===== src/rtl/axi_burst_shim_if.sv =====
// rtl/axi_burst_shim_if.sv - AXI4 bus seen by the burst shim (AW/W/B/AR/R channels)
interface axi_burst_shim_if #(
  parameter int unsigned AxiAddrWidth = 64,
  parameter int unsigned AxiDataWidth = 64,
  parameter int unsigned AxiUserWidth = 64,
  parameter int unsigned AxiIdWidth   = 4
) ();
  logic                      aw_valid, aw_ready, aw_lock;
  logic [AxiAddrWidth-1:0]   aw_addr;
  logic [7:0]                aw_len;
  logic [2:0]                aw_size, aw_prot;
  logic [1:0]                aw_burst;
  logic [3:0]                aw_cache, aw_qos, aw_region;
  logic [5:0]                aw_atop;
  logic [AxiIdWidth-1:0]     aw_id;
  logic [AxiUserWidth-1:0]   aw_user;

  logic                      w_valid, w_ready, w_last;
  logic [AxiDataWidth-1:0]   w_data;
  logic [AxiDataWidth/8-1:0] w_strb;
  logic [AxiUserWidth-1:0]   w_user;

  logic                      b_valid, b_ready;
  logic [AxiIdWidth-1:0]     b_id;
  logic [1:0]                b_resp;

  logic                      ar_valid, ar_ready, ar_lock;
  logic [AxiAddrWidth-1:0]   ar_addr;
  logic [7:0]                ar_len;
  logic [2:0]                ar_size, ar_prot;
  logic [1:0]                ar_burst;
  logic [3:0]                ar_cache, ar_qos, ar_region;
  logic [AxiIdWidth-1:0]     ar_id;
  logic [AxiUserWidth-1:0]   ar_user;

  logic                      r_valid, r_ready, r_last;
  logic [AxiDataWidth-1:0]   r_data;
  logic [AxiUserWidth-1:0]   r_user;
  logic [AxiIdWidth-1:0]     r_id;
  logic [1:0]                r_resp;

  modport master (
    output aw_valid, aw_addr, aw_len, aw_size, aw_burst, aw_lock, aw_cache, aw_prot,
           aw_qos, aw_region, aw_atop, aw_id, aw_user,
    input  aw_ready,
    output w_valid, w_data, w_strb, w_user, w_last,
    input  w_ready,
    input  b_valid, b_id, b_resp,
    output b_ready,
    output ar_valid, ar_addr, ar_len, ar_size, ar_burst, ar_lock, ar_cache, ar_prot,
           ar_qos, ar_region, ar_id, ar_user,
    input  ar_ready,
    input  r_valid, r_data, r_user, r_id, r_resp, r_last,
    output r_ready
  );

  modport slave (
    input  aw_valid, aw_addr, aw_len, aw_size, aw_burst, aw_lock, aw_cache, aw_prot,
           aw_qos, aw_region, aw_atop, aw_id, aw_user,
    output aw_ready,
    input  w_valid, w_data, w_strb, w_user, w_last,
    output w_ready,
    output b_valid, b_id, b_resp,
    input  b_ready,
    input  ar_valid, ar_addr, ar_len, ar_size, ar_burst, ar_lock, ar_cache, ar_prot,
           ar_qos, ar_region, ar_id, ar_user,
    output ar_ready,
    output r_valid, r_data, r_user, r_id, r_resp, r_last,
    input  r_ready
  );
endinterface


===== src/rtl/axi_burst_shim.sv =====
// rtl/axi_burst_shim.sv - AXI4 master adapter with decoupled AW/W and bounded outstanding reads/writes
module axi_burst_shim #(
  parameter int unsigned AxiAddrWidth     = 64,
  parameter int unsigned AxiDataWidth     = 64,
  parameter int unsigned AxiUserWidth     = 64,
  parameter int unsigned AxiIdWidth       = 4,
  parameter int unsigned AxiNumWords      = 4,
  parameter int unsigned MaxOutstandingWr = 4,
  parameter int unsigned MaxOutstandingRd = 4,
  localparam int unsigned BlenW  = (AxiNumWords > 1) ? $clog2(AxiNumWords) : 1,
  localparam int unsigned WrCntW = $clog2(MaxOutstandingWr + 1),
  localparam int unsigned RdCntW = $clog2(MaxOutstandingRd + 1)
) (
  input  logic                                           clk_i,
  input  logic                                           rst_ni,
  input  logic                                           rd_req_i,
  output logic                                           rd_gnt_o,
  input  logic [AxiAddrWidth-1:0]                        rd_addr_i,
  input  logic [BlenW-1:0]                               rd_blen_i,
  input  logic [2:0]                                     rd_size_i,
  input  logic [AxiIdWidth-1:0]                          rd_id_i,
  input  logic                                           rd_lock_i,
  input  logic                                           rd_rdy_i,
  output logic                                           rd_valid_o,
  output logic                                           rd_last_o,
  output logic [AxiDataWidth-1:0]                        rd_data_o,
  output logic [AxiUserWidth-1:0]                        rd_user_o,
  output logic [AxiIdWidth-1:0]                          rd_id_o,
  output logic                                           rd_exokay_o,
  input  logic                                           wr_req_i,
  output logic                                           wr_gnt_o,
  input  logic [AxiAddrWidth-1:0]                        wr_addr_i,
  input  logic [BlenW-1:0]                               wr_blen_i,
  input  logic [2:0]                                     wr_size_i,
  input  logic [AxiIdWidth-1:0]                          wr_id_i,
  input  logic                                           wr_lock_i,
  input  logic [5:0]                                     wr_atop_i,
  input  logic [AxiNumWords-1:0][AxiDataWidth-1:0]       wr_data_i,
  input  logic [AxiNumWords-1:0][AxiUserWidth-1:0]       wr_user_i,
  input  logic [AxiNumWords-1:0][AxiDataWidth/8-1:0]     wr_be_i,
  input  logic                                           wr_rdy_i,
  output logic                                           wr_valid_o,
  output logic [AxiIdWidth-1:0]                          wr_id_o,
  output logic                                           wr_exokay_o,
  output logic [WrCntW-1:0]                              wr_outstanding_o,
  output logic [RdCntW-1:0]                              rd_outstanding_o,
  axi_burst_shim_if.master                               axi
);
  localparam logic [WrCntW-1:0] MaxWr     = WrCntW'(MaxOutstandingWr);
  localparam logic [RdCntW-1:0] MaxRd     = RdCntW'(MaxOutstandingRd);
  localparam logic [1:0]        BurstIncr = 2'b01;
  localparam logic [1:0]        RespExOk  = 2'b01;

  typedef enum logic [1:0] {WR_IDLE, WR_BOTH, WR_DATA, WR_ADDR} wr_state_e;

  wr_state_e          state_q, state_d;
  logic [BlenW-1:0]   wcnt_q, wcnt_d;
  logic [WrCntW-1:0]  wr_cnt_q, wr_cnt_d;
  logic [RdCntW-1:0]  rd_cnt_q, rd_cnt_d;
  logic               aw_valid, w_valid, w_last, wr_gnt, wr_room, ar_valid, rd_gnt;
  int                 wr_next, rd_next;

  // An atomic that returns R data also occupies a read slot.
  assign wr_room = (wr_cnt_q < MaxWr) && (!wr_atop_i[5] || (rd_cnt_q < MaxRd));
  assign w_last  = (wcnt_q == wr_blen_i);

  always_ff @(posedge clk_i or negedge rst_ni) begin
    if (!rst_ni) begin
      state_q  <= WR_IDLE;
      wcnt_q   <= '0;
      wr_cnt_q <= '0;
      rd_cnt_q <= '0;
    end else begin
      state_q  <= state_d;
      wcnt_q   <= wcnt_d;
      wr_cnt_q <= wr_cnt_d;
      rd_cnt_q <= rd_cnt_d;
    end
  end

  always_comb begin
    state_d  = state_q;
    wcnt_d   = wcnt_q;
    aw_valid = 1'b0;
    w_valid  = 1'b0;
    wr_gnt   = 1'b0;
    case (state_q)
      WR_IDLE, WR_BOTH: begin
        // Once WR_BOTH is entered the request is committed, so no throttle re-check.
        if ((state_q == WR_BOTH) || (wr_req_i && wr_room)) begin
          aw_valid = 1'b1;
          w_valid  = 1'b1;
          if (axi.aw_ready && axi.w_ready && w_last) begin
            wr_gnt  = 1'b1;
            wcnt_d  = '0;
            state_d = WR_IDLE;
          end else if (axi.aw_ready) begin
            state_d = WR_DATA;
            if (axi.w_ready) wcnt_d = wcnt_q + 1'b1;
          end else if (axi.w_ready) begin
            if (w_last) begin
              state_d = WR_ADDR;
            end else begin
              state_d = WR_BOTH;
              wcnt_d  = wcnt_q + 1'b1;
            end
          end
        end
      end
      WR_DATA: begin
        w_valid = 1'b1;
        if (axi.w_ready) begin
          if (w_last) begin
            wr_gnt  = 1'b1;
            wcnt_d  = '0;
            state_d = WR_IDLE;
          end else begin
            wcnt_d = wcnt_q + 1'b1;
          end
        end
      end
      WR_ADDR: begin
        aw_valid = 1'b1;
        if (axi.aw_ready) begin
          wr_gnt  = 1'b1;
          wcnt_d  = '0;
          state_d = WR_IDLE;
        end
      end
      default: state_d = WR_IDLE;
    endcase
  end

  assign ar_valid = rd_req_i && (rd_cnt_q < MaxRd);
  assign rd_gnt   = ar_valid && axi.ar_ready;

  // A plain read and an atomic may be granted together; the read count saturates at its bound.
  always_comb begin
    wr_next = int'(wr_cnt_q) + (wr_gnt ? 1 : 0)
            - ((axi.b_valid && wr_rdy_i && (wr_cnt_q != '0)) ? 1 : 0);
    rd_next = int'(rd_cnt_q) + (rd_gnt ? 1 : 0) + ((wr_gnt && wr_atop_i[5]) ? 1 : 0)
            - ((axi.r_valid && rd_rdy_i && axi.r_last && (rd_cnt_q != '0)) ? 1 : 0);
    if (rd_next > int'(MaxOutstandingRd)) rd_next = int'(MaxOutstandingRd);
    wr_cnt_d = WrCntW'(wr_next);
    rd_cnt_d = RdCntW'(rd_next);
  end

  assign axi.aw_valid  = aw_valid;
  assign axi.aw_addr   = wr_addr_i;
  assign axi.aw_len    = 8'(wr_blen_i);
  assign axi.aw_size   = wr_size_i;
  assign axi.aw_burst  = BurstIncr;
  assign axi.aw_lock   = wr_lock_i;
  assign axi.aw_cache  = 4'b0010;
  assign axi.aw_prot   = '0;
  assign axi.aw_qos    = '0;
  assign axi.aw_region = '0;
  assign axi.aw_atop   = wr_atop_i;
  assign axi.aw_id     = wr_id_i;
  assign axi.aw_user   = '0;

  assign axi.w_valid   = w_valid;
  assign axi.w_data    = wr_data_i[wcnt_q];
  assign axi.w_strb    = wr_be_i[wcnt_q];
  assign axi.w_user    = wr_user_i[wcnt_q];
  assign axi.w_last    = w_last;

  assign axi.b_ready   = wr_rdy_i;
  assign wr_valid_o    = axi.b_valid;
  assign wr_id_o       = axi.b_id;
  assign wr_exokay_o   = (axi.b_resp == RespExOk);

  assign axi.ar_valid  = ar_valid;
  assign axi.ar_addr   = rd_addr_i;
  assign axi.ar_len    = 8'(rd_blen_i);
  assign axi.ar_size   = rd_size_i;
  assign axi.ar_burst  = BurstIncr;
  assign axi.ar_lock   = rd_lock_i;
  assign axi.ar_cache  = 4'b0010;
  assign axi.ar_prot   = '0;
  assign axi.ar_qos    = '0;
  assign axi.ar_region = '0;
  assign axi.ar_id     = rd_id_i;
  assign axi.ar_user   = '0;

  assign axi.r_ready   = rd_rdy_i;
  assign rd_valid_o    = axi.r_valid;
  assign rd_last_o     = axi.r_last;
  assign rd_data_o     = axi.r_data;
  assign rd_user_o     = axi.r_user;
  assign rd_id_o       = axi.r_id;
  assign rd_exokay_o   = (axi.r_resp == RespExOk);

  assign rd_gnt_o         = rd_gnt;
  assign wr_gnt_o         = wr_gnt;
  assign wr_outstanding_o = wr_cnt_q;
  assign rd_outstanding_o = rd_cnt_q;
endmodule


===== src/flat_wrapper.sv =====
// flat-port wrapper written by rule: the top's interface ports become plain ports
module axi_burst_shim_flat 
#(
  parameter int unsigned AxiAddrWidth     = 64,
  parameter int unsigned AxiDataWidth     = 64,
  parameter int unsigned AxiUserWidth     = 64,
  parameter int unsigned AxiIdWidth       = 4,
  parameter int unsigned AxiNumWords      = 4,
  parameter int unsigned MaxOutstandingWr = 4,
  parameter int unsigned MaxOutstandingRd = 4,
  localparam int unsigned BlenW  = (AxiNumWords > 1) ? $clog2(AxiNumWords) : 1,
  localparam int unsigned WrCntW = $clog2(MaxOutstandingWr + 1),
  localparam int unsigned RdCntW = $clog2(MaxOutstandingRd + 1)
)
  (clk_i, rst_ni, rd_req_i, rd_gnt_o, rd_addr_i, rd_blen_i, rd_size_i, rd_id_i, rd_lock_i, rd_rdy_i, rd_valid_o, rd_last_o, rd_data_o, rd_user_o, rd_id_o, rd_exokay_o, wr_req_i, wr_gnt_o, wr_addr_i, wr_blen_i, wr_size_i, wr_id_i, wr_lock_i, wr_atop_i, wr_data_i, wr_user_i, wr_be_i, wr_rdy_i, wr_valid_o, wr_id_o, wr_exokay_o, wr_outstanding_o, rd_outstanding_o, axi_aw_valid, axi_aw_addr, axi_aw_len, axi_aw_size, axi_aw_burst, axi_aw_lock, axi_aw_cache, axi_aw_prot, axi_aw_qos, axi_aw_region, axi_aw_atop, axi_aw_id, axi_aw_user, axi_aw_ready, axi_w_valid, axi_w_data, axi_w_strb, axi_w_user, axi_w_last, axi_w_ready, axi_b_valid, axi_b_id, axi_b_resp, axi_b_ready, axi_ar_valid, axi_ar_addr, axi_ar_len, axi_ar_size, axi_ar_burst, axi_ar_lock, axi_ar_cache, axi_ar_prot, axi_ar_qos, axi_ar_region, axi_ar_id, axi_ar_user, axi_ar_ready, axi_r_valid, axi_r_data, axi_r_user, axi_r_id, axi_r_resp, axi_r_last, axi_r_ready);
  axi_burst_shim_if #(.AxiAddrWidth(AxiAddrWidth), .AxiDataWidth(AxiDataWidth), .AxiUserWidth(AxiUserWidth), .AxiIdWidth(AxiIdWidth)) axi_i ();
  input  logic clk_i;
  input  logic rst_ni;
  input  logic rd_req_i;
  output logic rd_gnt_o;
  input  logic [AxiAddrWidth-1:0] rd_addr_i;
  input  logic [BlenW-1:0] rd_blen_i;
  input  logic [2:0] rd_size_i;
  input  logic [AxiIdWidth-1:0] rd_id_i;
  input  logic rd_lock_i;
  input  logic rd_rdy_i;
  output logic rd_valid_o;
  output logic rd_last_o;
  output logic [AxiDataWidth-1:0] rd_data_o;
  output logic [AxiUserWidth-1:0] rd_user_o;
  output logic [AxiIdWidth-1:0] rd_id_o;
  output logic rd_exokay_o;
  input  logic wr_req_i;
  output logic wr_gnt_o;
  input  logic [AxiAddrWidth-1:0] wr_addr_i;
  input  logic [BlenW-1:0] wr_blen_i;
  input  logic [2:0] wr_size_i;
  input  logic [AxiIdWidth-1:0] wr_id_i;
  input  logic wr_lock_i;
  input  logic [5:0] wr_atop_i;
  input  logic [AxiNumWords-1:0][AxiDataWidth-1:0] wr_data_i;
  input  logic [AxiNumWords-1:0][AxiUserWidth-1:0] wr_user_i;
  input  logic [AxiNumWords-1:0][AxiDataWidth/8-1:0] wr_be_i;
  input  logic wr_rdy_i;
  output logic wr_valid_o;
  output logic [AxiIdWidth-1:0] wr_id_o;
  output logic wr_exokay_o;
  output logic [WrCntW-1:0] wr_outstanding_o;
  output logic [RdCntW-1:0] rd_outstanding_o;
  output wire logic [$bits(axi_i.aw_valid)-1:0] axi_aw_valid;
  output wire logic [$bits(axi_i.aw_addr)-1:0] axi_aw_addr;
  output wire logic [$bits(axi_i.aw_len)-1:0] axi_aw_len;
  output wire logic [$bits(axi_i.aw_size)-1:0] axi_aw_size;
  output wire logic [$bits(axi_i.aw_burst)-1:0] axi_aw_burst;
  output wire logic [$bits(axi_i.aw_lock)-1:0] axi_aw_lock;
  output wire logic [$bits(axi_i.aw_cache)-1:0] axi_aw_cache;
  output wire logic [$bits(axi_i.aw_prot)-1:0] axi_aw_prot;
  output wire logic [$bits(axi_i.aw_qos)-1:0] axi_aw_qos;
  output wire logic [$bits(axi_i.aw_region)-1:0] axi_aw_region;
  output wire logic [$bits(axi_i.aw_atop)-1:0] axi_aw_atop;
  output wire logic [$bits(axi_i.aw_id)-1:0] axi_aw_id;
  output wire logic [$bits(axi_i.aw_user)-1:0] axi_aw_user;
  input wire logic [$bits(axi_i.aw_ready)-1:0] axi_aw_ready;
  output wire logic [$bits(axi_i.w_valid)-1:0] axi_w_valid;
  output wire logic [$bits(axi_i.w_data)-1:0] axi_w_data;
  output wire logic [$bits(axi_i.w_strb)-1:0] axi_w_strb;
  output wire logic [$bits(axi_i.w_user)-1:0] axi_w_user;
  output wire logic [$bits(axi_i.w_last)-1:0] axi_w_last;
  input wire logic [$bits(axi_i.w_ready)-1:0] axi_w_ready;
  input wire logic [$bits(axi_i.b_valid)-1:0] axi_b_valid;
  input wire logic [$bits(axi_i.b_id)-1:0] axi_b_id;
  input wire logic [$bits(axi_i.b_resp)-1:0] axi_b_resp;
  output wire logic [$bits(axi_i.b_ready)-1:0] axi_b_ready;
  output wire logic [$bits(axi_i.ar_valid)-1:0] axi_ar_valid;
  output wire logic [$bits(axi_i.ar_addr)-1:0] axi_ar_addr;
  output wire logic [$bits(axi_i.ar_len)-1:0] axi_ar_len;
  output wire logic [$bits(axi_i.ar_size)-1:0] axi_ar_size;
  output wire logic [$bits(axi_i.ar_burst)-1:0] axi_ar_burst;
  output wire logic [$bits(axi_i.ar_lock)-1:0] axi_ar_lock;
  output wire logic [$bits(axi_i.ar_cache)-1:0] axi_ar_cache;
  output wire logic [$bits(axi_i.ar_prot)-1:0] axi_ar_prot;
  output wire logic [$bits(axi_i.ar_qos)-1:0] axi_ar_qos;
  output wire logic [$bits(axi_i.ar_region)-1:0] axi_ar_region;
  output wire logic [$bits(axi_i.ar_id)-1:0] axi_ar_id;
  output wire logic [$bits(axi_i.ar_user)-1:0] axi_ar_user;
  input wire logic [$bits(axi_i.ar_ready)-1:0] axi_ar_ready;
  input wire logic [$bits(axi_i.r_valid)-1:0] axi_r_valid;
  input wire logic [$bits(axi_i.r_data)-1:0] axi_r_data;
  input wire logic [$bits(axi_i.r_user)-1:0] axi_r_user;
  input wire logic [$bits(axi_i.r_id)-1:0] axi_r_id;
  input wire logic [$bits(axi_i.r_resp)-1:0] axi_r_resp;
  input wire logic [$bits(axi_i.r_last)-1:0] axi_r_last;
  output wire logic [$bits(axi_i.r_ready)-1:0] axi_r_ready;
  assign axi_aw_valid = axi_i.aw_valid;
  assign axi_aw_addr = axi_i.aw_addr;
  assign axi_aw_len = axi_i.aw_len;
  assign axi_aw_size = axi_i.aw_size;
  assign axi_aw_burst = axi_i.aw_burst;
  assign axi_aw_lock = axi_i.aw_lock;
  assign axi_aw_cache = axi_i.aw_cache;
  assign axi_aw_prot = axi_i.aw_prot;
  assign axi_aw_qos = axi_i.aw_qos;
  assign axi_aw_region = axi_i.aw_region;
  assign axi_aw_atop = axi_i.aw_atop;
  assign axi_aw_id = axi_i.aw_id;
  assign axi_aw_user = axi_i.aw_user;
  assign axi_i.aw_ready = axi_aw_ready;
  assign axi_w_valid = axi_i.w_valid;
  assign axi_w_data = axi_i.w_data;
  assign axi_w_strb = axi_i.w_strb;
  assign axi_w_user = axi_i.w_user;
  assign axi_w_last = axi_i.w_last;
  assign axi_i.w_ready = axi_w_ready;
  assign axi_i.b_valid = axi_b_valid;
  assign axi_i.b_id = axi_b_id;
  assign axi_i.b_resp = axi_b_resp;
  assign axi_b_ready = axi_i.b_ready;
  assign axi_ar_valid = axi_i.ar_valid;
  assign axi_ar_addr = axi_i.ar_addr;
  assign axi_ar_len = axi_i.ar_len;
  assign axi_ar_size = axi_i.ar_size;
  assign axi_ar_burst = axi_i.ar_burst;
  assign axi_ar_lock = axi_i.ar_lock;
  assign axi_ar_cache = axi_i.ar_cache;
  assign axi_ar_prot = axi_i.ar_prot;
  assign axi_ar_qos = axi_i.ar_qos;
  assign axi_ar_region = axi_i.ar_region;
  assign axi_ar_id = axi_i.ar_id;
  assign axi_ar_user = axi_i.ar_user;
  assign axi_i.ar_ready = axi_ar_ready;
  assign axi_i.r_valid = axi_r_valid;
  assign axi_i.r_data = axi_r_data;
  assign axi_i.r_user = axi_r_user;
  assign axi_i.r_id = axi_r_id;
  assign axi_i.r_resp = axi_r_resp;
  assign axi_i.r_last = axi_r_last;
  assign axi_r_ready = axi_i.r_ready;
  axi_burst_shim #(.AxiAddrWidth(AxiAddrWidth), .AxiDataWidth(AxiDataWidth), .AxiUserWidth(AxiUserWidth), .AxiIdWidth(AxiIdWidth), .AxiNumWords(AxiNumWords), .MaxOutstandingWr(MaxOutstandingWr), .MaxOutstandingRd(MaxOutstandingRd)) u_core (.clk_i(clk_i), .rst_ni(rst_ni), .rd_req_i(rd_req_i), .rd_gnt_o(rd_gnt_o), .rd_addr_i(rd_addr_i), .rd_blen_i(rd_blen_i), .rd_size_i(rd_size_i), .rd_id_i(rd_id_i), .rd_lock_i(rd_lock_i), .rd_rdy_i(rd_rdy_i), .rd_valid_o(rd_valid_o), .rd_last_o(rd_last_o), .rd_data_o(rd_data_o), .rd_user_o(rd_user_o), .rd_id_o(rd_id_o), .rd_exokay_o(rd_exokay_o), .wr_req_i(wr_req_i), .wr_gnt_o(wr_gnt_o), .wr_addr_i(wr_addr_i), .wr_blen_i(wr_blen_i), .wr_size_i(wr_size_i), .wr_id_i(wr_id_i), .wr_lock_i(wr_lock_i), .wr_atop_i(wr_atop_i), .wr_data_i(wr_data_i), .wr_user_i(wr_user_i), .wr_be_i(wr_be_i), .wr_rdy_i(wr_rdy_i), .wr_valid_o(wr_valid_o), .wr_id_o(wr_id_o), .wr_exokay_o(wr_exokay_o), .wr_outstanding_o(wr_outstanding_o), .rd_outstanding_o(rd_outstanding_o), .axi(axi_i));
endmodule

===== config.mk =====
export PLATFORM = sky130hd
export DESIGN_NAME = axi_burst_shim_flat
export DESIGN_NICKNAME = d
export VERILOG_FILES = /design/src/rtl/axi_burst_shim_if.sv /design/src/rtl/axi_burst_shim.sv /design/src/flat_wrapper.sv
export SDC_FILE = /design/constraint.sdc
export NUM_CORES = 1
export LEC_CHECK = 0
export CORE_AREA = 3 3 578 580
export CTS_CLUSTER_SIZE = 25
export DETAILED_ROUTE_END_ITERATION = 12
export DIE_AREA = 0 0 581 583
export PLACE_DENSITY_LB_ADDON = 0.15
export SYNTH_ARGS = -nofsm -noshare
export SYNTH_HDL_FRONTEND = slang
export SYNTH_SLANG_ARGS = --single-unit

===== constraint.sdc =====
create_clock -name clk_i -period 2.9 [get_ports clk_i]
set_clock_uncertainty 0.2 [all_clocks]
set_input_delay 0.58 -clock clk_i [delete_from_list [all_inputs] [get_ports clk_i]]
set_output_delay 0.58 -clock clk_i [all_outputs]
set_load 0.005 [all_outputs]

==> results.yml, run 1 <==
cts:
  holdBufCountCts: 0
  cts_buffers: 3
  cts_root_buf: "clkbuf_16"
  cts_tree: "built"
  clockBufferDepth: 2
  cts.clk_slew.worst_paths_ns: 0.05
  clock_latency_ns: 0.24
  cts.sinks: 10
  h-tree-depth: 1
drt:
  totalWireLength_um: 177000
  antenna_left: 0
  drt-vias-per-instance: 1.53
  via_count: 8593
  drc_errors: 0
  drt_iter0_markers: 397
  wl_per_cell_um: 31.4
  firstDrtPassIters: 4
global_routing:
  grt_pass1_vias: 8649
  grtUsageMet1_pct: 8.26
  track_usage_pct: 9.96
  grt_pass1_wl_um: 197000
  grt.busiest_layer: "met2"
  antenna_found_initial: 175
  grt_overflow: 0
  grt_use_met2_pct: 16.4
  grt_max_degree: 42
  met3_usage_pct: 10.6
timing:
  setup_slack_ns: -0.218
  hold_violations: 0
  worst_slew_pin_slew_ns: 0.704
  final.min_clock_period_ns: 3.12
  timing.fmax_mhz: 321
  finalSetupViolCount: 112
  timing.slew.headroom_pct: 52.9
  rsz0062_at_grt: "yes"
  setup_tns_ns: -9.75
  slew_viol_final: 0
  post-route-period-util_pct: 108
placement:
  io_buffers: 720
  placed_area_um2: 17900
  hpwl_um: 169000
  place.gp.congestion: 0.775
yosys:
  yosys-top-cells-count: "buf_4 (469), mux4_2 (136), buf_2 (14)"
  synth_cell_types: 32
  synth_top_cell_by_area: "buf_4"
  syn_avg_cell_area_um2: 10.3
  yosysWarningCount: 0
  yosys.cell_count.top_type: "buf_4"
  yosys.area.top_type_share_pct: 47.0
  synthArstFlopShare_pct: 100
  synth_seq_cells: 10
  netlist_area_um2: 7480
  synth_area_leaders: "buf_4 (47%), mux4_2 (41%), dfrtp_1 (3.3%)"
  synth_edf_count: 0
  synth_cells: 725
  ys_seq_area_share_pct: 3.34
  synth_ff_type: "dfrtp_1"
cells_and_area:
  drive_above_1_share_pct: 34.8
  fin_area_um2: 19200
  post-route-util_pct: 5.83
  area.growth.synth_to_final_pct: 157
  fin_nets: 2105
  fill_cells: 38800
setup_path:
  cp_data_arrival_time_ns: 2.34
  timing.rr.start: "u_core.wcnt_q[0]$_DFFE_PN0P_"
  worst_setup_path_end_kind: "output pin"
  worstPathRequired_ns: 2.12
  crit_type: "register to output pin"
  cp_max_fo: 7
  start_kind: "register"
  crit_start: "u_core.wcnt_q[0]$_DFFE_PN0P_"
pwr:
  power_mw: 13.1
  leakage_nw: 5.82
  peakVddDrop_uv: 262
  power_per_cell_area_nw_per_um2: 681
die:
  die_w_um: 581
  core_um2: 330000
  initial_utilization_pct: 2.27
  die-area_um2: 339000
  fp-row-count: 211
  die_h_um: 583
  ios: 1469
job:
  drv_cap: 0
worst_hold_path:
  worstHoldStart: "u_core.wr_outstanding_o[0]$_DFF_PN0_"
  hold_path.class: "register to register"
run_status:
  status: "finished with violations"
  violations: "negative setup slack"
## layer usage
layer  vias up  routed length [µm]  part of all wire, %
met5         -                 521                 0.29
met4        76                4850                  2.7
met3       450               41200                   23
met2      1198               80300                   45
met1      3856               50300                   28
li1       3013                   -                    -
## metrics by stage
stage / hold slack [ns] / setup WS (ns) / instances
3_3_place_gp: 0.385 / -0.879 / 5533
2_1_floorplan: 0.0844 / -0.262 / 897
3_5_place_dp: 0.394 / -0.861 / 5533
6_report: 0.416 / -0.218 / 5634
5_1_grt: 0.439 / -0.284 / 5613
4_1_cts: 0.405 / -0.224 / 5602
## layout by cell type, fill, tap and decap left out, types with 3 or more instances in the layout
cell type / netlist / final
dlygate4sd2_1: 0 / 5
diode_2: 0 / 24
mux4_2: 136 / 136
buf_8: 0 / 12
nand2_1: 11 / 9
clkbuf_16: 0 / 4
clkbuf_2: 0 / 20
buf_6: 0 / 93
clkdlybuf4s50_1: 0 / 570
nor2_1: 9 / 7
ha_1: 7 / 6
buf_2: 14 / 18
conb_1: 2 / 174
inv_1: 11 / 10
buf_16: 0 / 12
fa_2: 0 / 3
a21oi_1: 5 / 4
nor2b_1: 3 / 3
buf_4: 469 / 61
dfrtp_1: 10 / 8
buf_12: 0 / 51
## final cells by class
cell class	instances	area, µm²	area share (%)
clock buffers	4	88.8	0.462
well taps	4366	5460	28.4
diodes	24	60.1	0.312
multi-input cells	375	4310	22.4
repair buffers	844	9010	46.9
flip-flops and latches	10	258	1.34
inverters	11	41.3	0.215
## registers in the layout, indices dropped and copies added, names as in the netlist
| register | cells |
|---|---|
| u_core.rd_outstanding_o | 3 |
| u_core.wcnt_q | 2 |
| u_core.wr_outstanding_o | 3 |
| u_core.state_q | 2 |
## where the power goes
part,switching [mW],internal [mW],leakage (nW)
clock,0.0762,0.209,0.0443
sequential,0.0812,0.214,0.121
combinational,6.09,6.44,5.66
total,6.24,6.86,5.82
## worst max-delay path, stage by stage, from the launching register on
cell and delay, ns:
dfrtp_4 0.50, buf_4 0.15, buf_12 0.13, buf_16 0.15, buf_16 0.20, buf_6 0.12
buf_6 0.11, mux4_2 0.50, buf_6 0.17
## worst paths after layout
check | endpoint | slack [ns] | cells after the start
worst max register to register | u_core.rd_outstanding_o[2]$_DFF_PN0_ | -0.21 | 10
max in group asynchronous | u_core.wcnt_q[1]$_DFFE_PN0P_ | 1.54 | 1
worst min-delay path | u_core.wr_outstanding_o[0]$_DFF_PN0_ | 0.42 | 1
worst max-delay path | axi_w_user[6] | -0.22 | 8
min in group asynchronous | u_core.rd_outstanding_o[2]$_DFF_PN0_ | 0.52 | 1
worst min register to register | u_core.wr_outstanding_o[0]$_DFF_PN0_ | 0.42 | 1
## cell families after synthesis
| logic type | synth area share [%] |
|---|---|
| multiplexers | 40.9 |
| AND/OR/NAND/NOR | 2.17 |
| XOR/XNOR | 0.702 |
| buffers and inverters | 49.4 |
| other | 0.100 |
| adder cells (fa/ha/maj) | 1.97 |
| flip-flops | 3.34 |
| AO/OA/AOI/OAI | 1.35 |
## timing repair
| action | 4_1_cts | 5_1_grt |
|---|---|---|
| gates cloned | 5 | 1 |
| endpoints found under the setup margin | 131 | 98 |
| resized for setup | 360 | 75 |
| setup buffers | 61 | 12 |
| pin swaps | 17 | 13 |
(Power assumes the default switching activity.)
==> inputs of run 2 (changes only) <==
--- a/config.mk
+++ b/config.mk
@@ -11,3 +11,3 @@
 export DIE_AREA = 0 0 581 583
-export PLACE_DENSITY_LB_ADDON = 0.15
+export PLACE_DENSITY_LB_ADDON = 0.1
 export SYNTH_ARGS = -nofsm -noshare
--- a/constraint.sdc
+++ b/constraint.sdc
@@ -4,2 +4,2 @@
 set_output_delay 0.58 -clock clk_i [all_outputs]
-set_load 0.005 [all_outputs]
+set_load 0.01 [all_outputs]
==> run 2 against run 1 <==
The run still ends with negative setup slack left. Global-route usage down 0.41 points. Cell area down 0.64%. Combinational power about the same. Critical path type is now register to register.
==> results.yml, run 2 (synthesis results as in run 1) <==
run_status:
  status: "finished with violations"
  violations: "negative setup slack"
cts:
  cts.sinks: 10
  cts_buffers: 3
  clock_latency_ns: 0.24
  cts.clk_slew.worst_paths_ns: 0.05
  holdBufCountCts: 0
  h-tree-depth: 1
  cts_root_buf: "clkbuf_16"
  clockBufferDepth: 2
  cts_tree: "built"
drt:
  via_count: 8595
  drt_iter0_markers: 342
  antenna_left: 0
  totalWireLength_um: 170000
  wl_per_cell_um: 30.2
  firstDrtPassIters: 4
  drc_errors: 0
  drt-vias-per-instance: 1.53
placement:
  io_buffers: 720
  placed_area_um2: 17800
  hpwl_um: 159000
  place.gp.congestion: 0.720
die:
  die-area_um2: 339000
  die_h_um: 583
  die_w_um: 581
  core_um2: 330000
  initial_utilization_pct: 2.27
  ios: 1469
  fp-row-count: 211
global_routing:
  grt_overflow: 0
  grt_pass1_vias: 8713
  track_usage_pct: 9.55
  grt_pass1_wl_um: 190000
  grt_max_degree: 64
  antenna_found_initial: 204
setup_path:
  regToRegEndpoint: "u_core.rd_outstanding_o[2]$_DFF_PN0_"
  cp_data_arrival_time_ns: 3.04
  path_cells: "xor2_4, or4_4, o221ai_4, nand2_2, fa_2, fa_2, nand2_1, nand2_1, a41oi_2, or2_4"
  slowest_delay_ns: 0.55
  start_kind: "register"
  cpMaxStageDelayCell: "fa_2"
  crit_type: "register to register"
  timing.rr.start: "u_core.wcnt_q[1]$_DFFE_PN0P_"
  worstPathRequired_ns: 2.83
  r2r_setup_slack_ns: -0.21
  worst_setup_path_end_kind: "register"
  cp_max_fo: 3
  worst_r2r_path_depth: 10
pwr:
  peakVddDrop_uv: 244
  power_mw: 12.9
  power_per_cell_area_nw_per_um2: 675
  leakage_nw: 5.71
worst_hold_path:
  worstHoldPathCells: 2
  hold_end: "u_core.wr_outstanding_o[2]$_DFF_PN0_"
  hold_path.class: "register to register"
  worstHoldStart: "u_core.wr_outstanding_o[2]$_DFF_PN0_"
cells_and_area:
  fin_area_um2: 19100
  seq_area_um2: 259
  fin_nets: 2090
  final_cell_mix: "clkdlybuf4s50_1 (577), conb_1 (174), mux4_2 (136)"
  drive_above_1_share_pct: 33.3
  fill_cells: 38700
  area.growth.synth_to_final_pct: 155
  multiInputGateArea_um2: 4300
  final_common_cell: "clkdlybuf4s50_1"
timing:
  timing.slew.headroom_pct: 57.4
  finalSetupViolCount: 47
  timing.fmax_mhz: 322
  setup_slack_ns: -0.210
  rsz0062_at_grt: "yes"
  worst_slew_pin_slew_ns: 0.637
  post-route-period-util_pct: 107
  hold_violations: 0
  slew_viol_final: 0
  final.min_clock_period_ns: 3.11
job:
  drv_cap: 0
==> run 2: cell type report <==
class / count / share of cell area (%)
Tap cell: 4366 / 28.6
Inverter: 11 / 0.216
Clock buffer: 4 / 0.412
Timing Repair Buffer: 829 / 46.4
Sequential cell: 10 / 1.36
Antenna cell: 38 / 0.498
Multi-Input combinational cell: 375 / 22.5
==> run 2: worst max path at each step <==
stage | startpoint | endpoint | slack (ns) | cells after the start
global route | u_core.wcnt_q[0]$_DFFE_PN0P_ | u_core.rd_outstanding_o[2]$_DFF_PN0_ | -0.33 | 10
detailed placement | wr_blen_i[0] | u_core.rd_outstanding_o[2]$_DFF_PN0_ | -0.88 | 11
global placement | wr_blen_i[0] | u_core.rd_outstanding_o[2]$_DFF_PN0_ | -0.86 | 11
floorplan | wr_blen_i[0] | u_core.rd_outstanding_o[2]$_DFF_PN0_ | -0.24 | 10
finish | u_core.wcnt_q[1]$_DFFE_PN0P_ | u_core.rd_outstanding_o[2]$_DFF_PN0_ | -0.21 | 10
CTS | u_core.rd_outstanding_o[2]$_DFF_PN0_ | u_core.rd_outstanding_o[2]$_DFF_PN0_ | -0.34 | 12
==> run 2: stage by stage <==
step,std cells,worst slack (ns),hold slack (ns),setup TNS (ns),util [%]
after floorplan,897,-0.238,0.0844,-0.399,-
after global placement,5526,-0.862,0.391,-11.28,5.39
after detailed placement,5526,-0.880,0.389,-11.07,5.39
after CTS,5594,-0.335,0.406,-9.92,5.75
after global routing,5596,-0.331,0.425,-6.99,5.77
final,5633,-0.210,0.405,-3.02,5.80
==> run 2: power by group <==
part / leakage (nW) / total [mW] / switching (mW) / internal [mW]
registers: 0.120 / 0.305 / 0.0903 / 0.215
logic: 5.55 / 12.3 / 6.09 / 6.24
clock network: 0.0384 / 0.263 / 0.0777 / 0.186
==> run 2: metal layers <==
layer	global-route usage, %	part of all wire, %
met1	8.44	30
met2	16.4	47
met3	8.45	20
met4	1.55	3.0
met5	0	0.39
==> run 2: what timing repair did <==
action | in CTS | in global routing
pin swaps | 10 | 8
setup buffers | 57 | 14
gates resized for setup | 310 | 101
endpoints found under the setup margin | 128 | 122
cloned | 7 | 1
endpoints found under the hold margin | 0 | 0
==> run 2: worst max-delay path, delay by kind of cell, from the launching register on <==
family / cells / cell delay [ns]
AND/OR/NAND/NOR: 5 / 0.97
XOR/XNOR: 1 / 0.20
adder cells (fa/ha/maj): 2 / 0.94
AO/OA/AOI/OAI: 2 / 0.18
flip-flops: 1 / 0.50
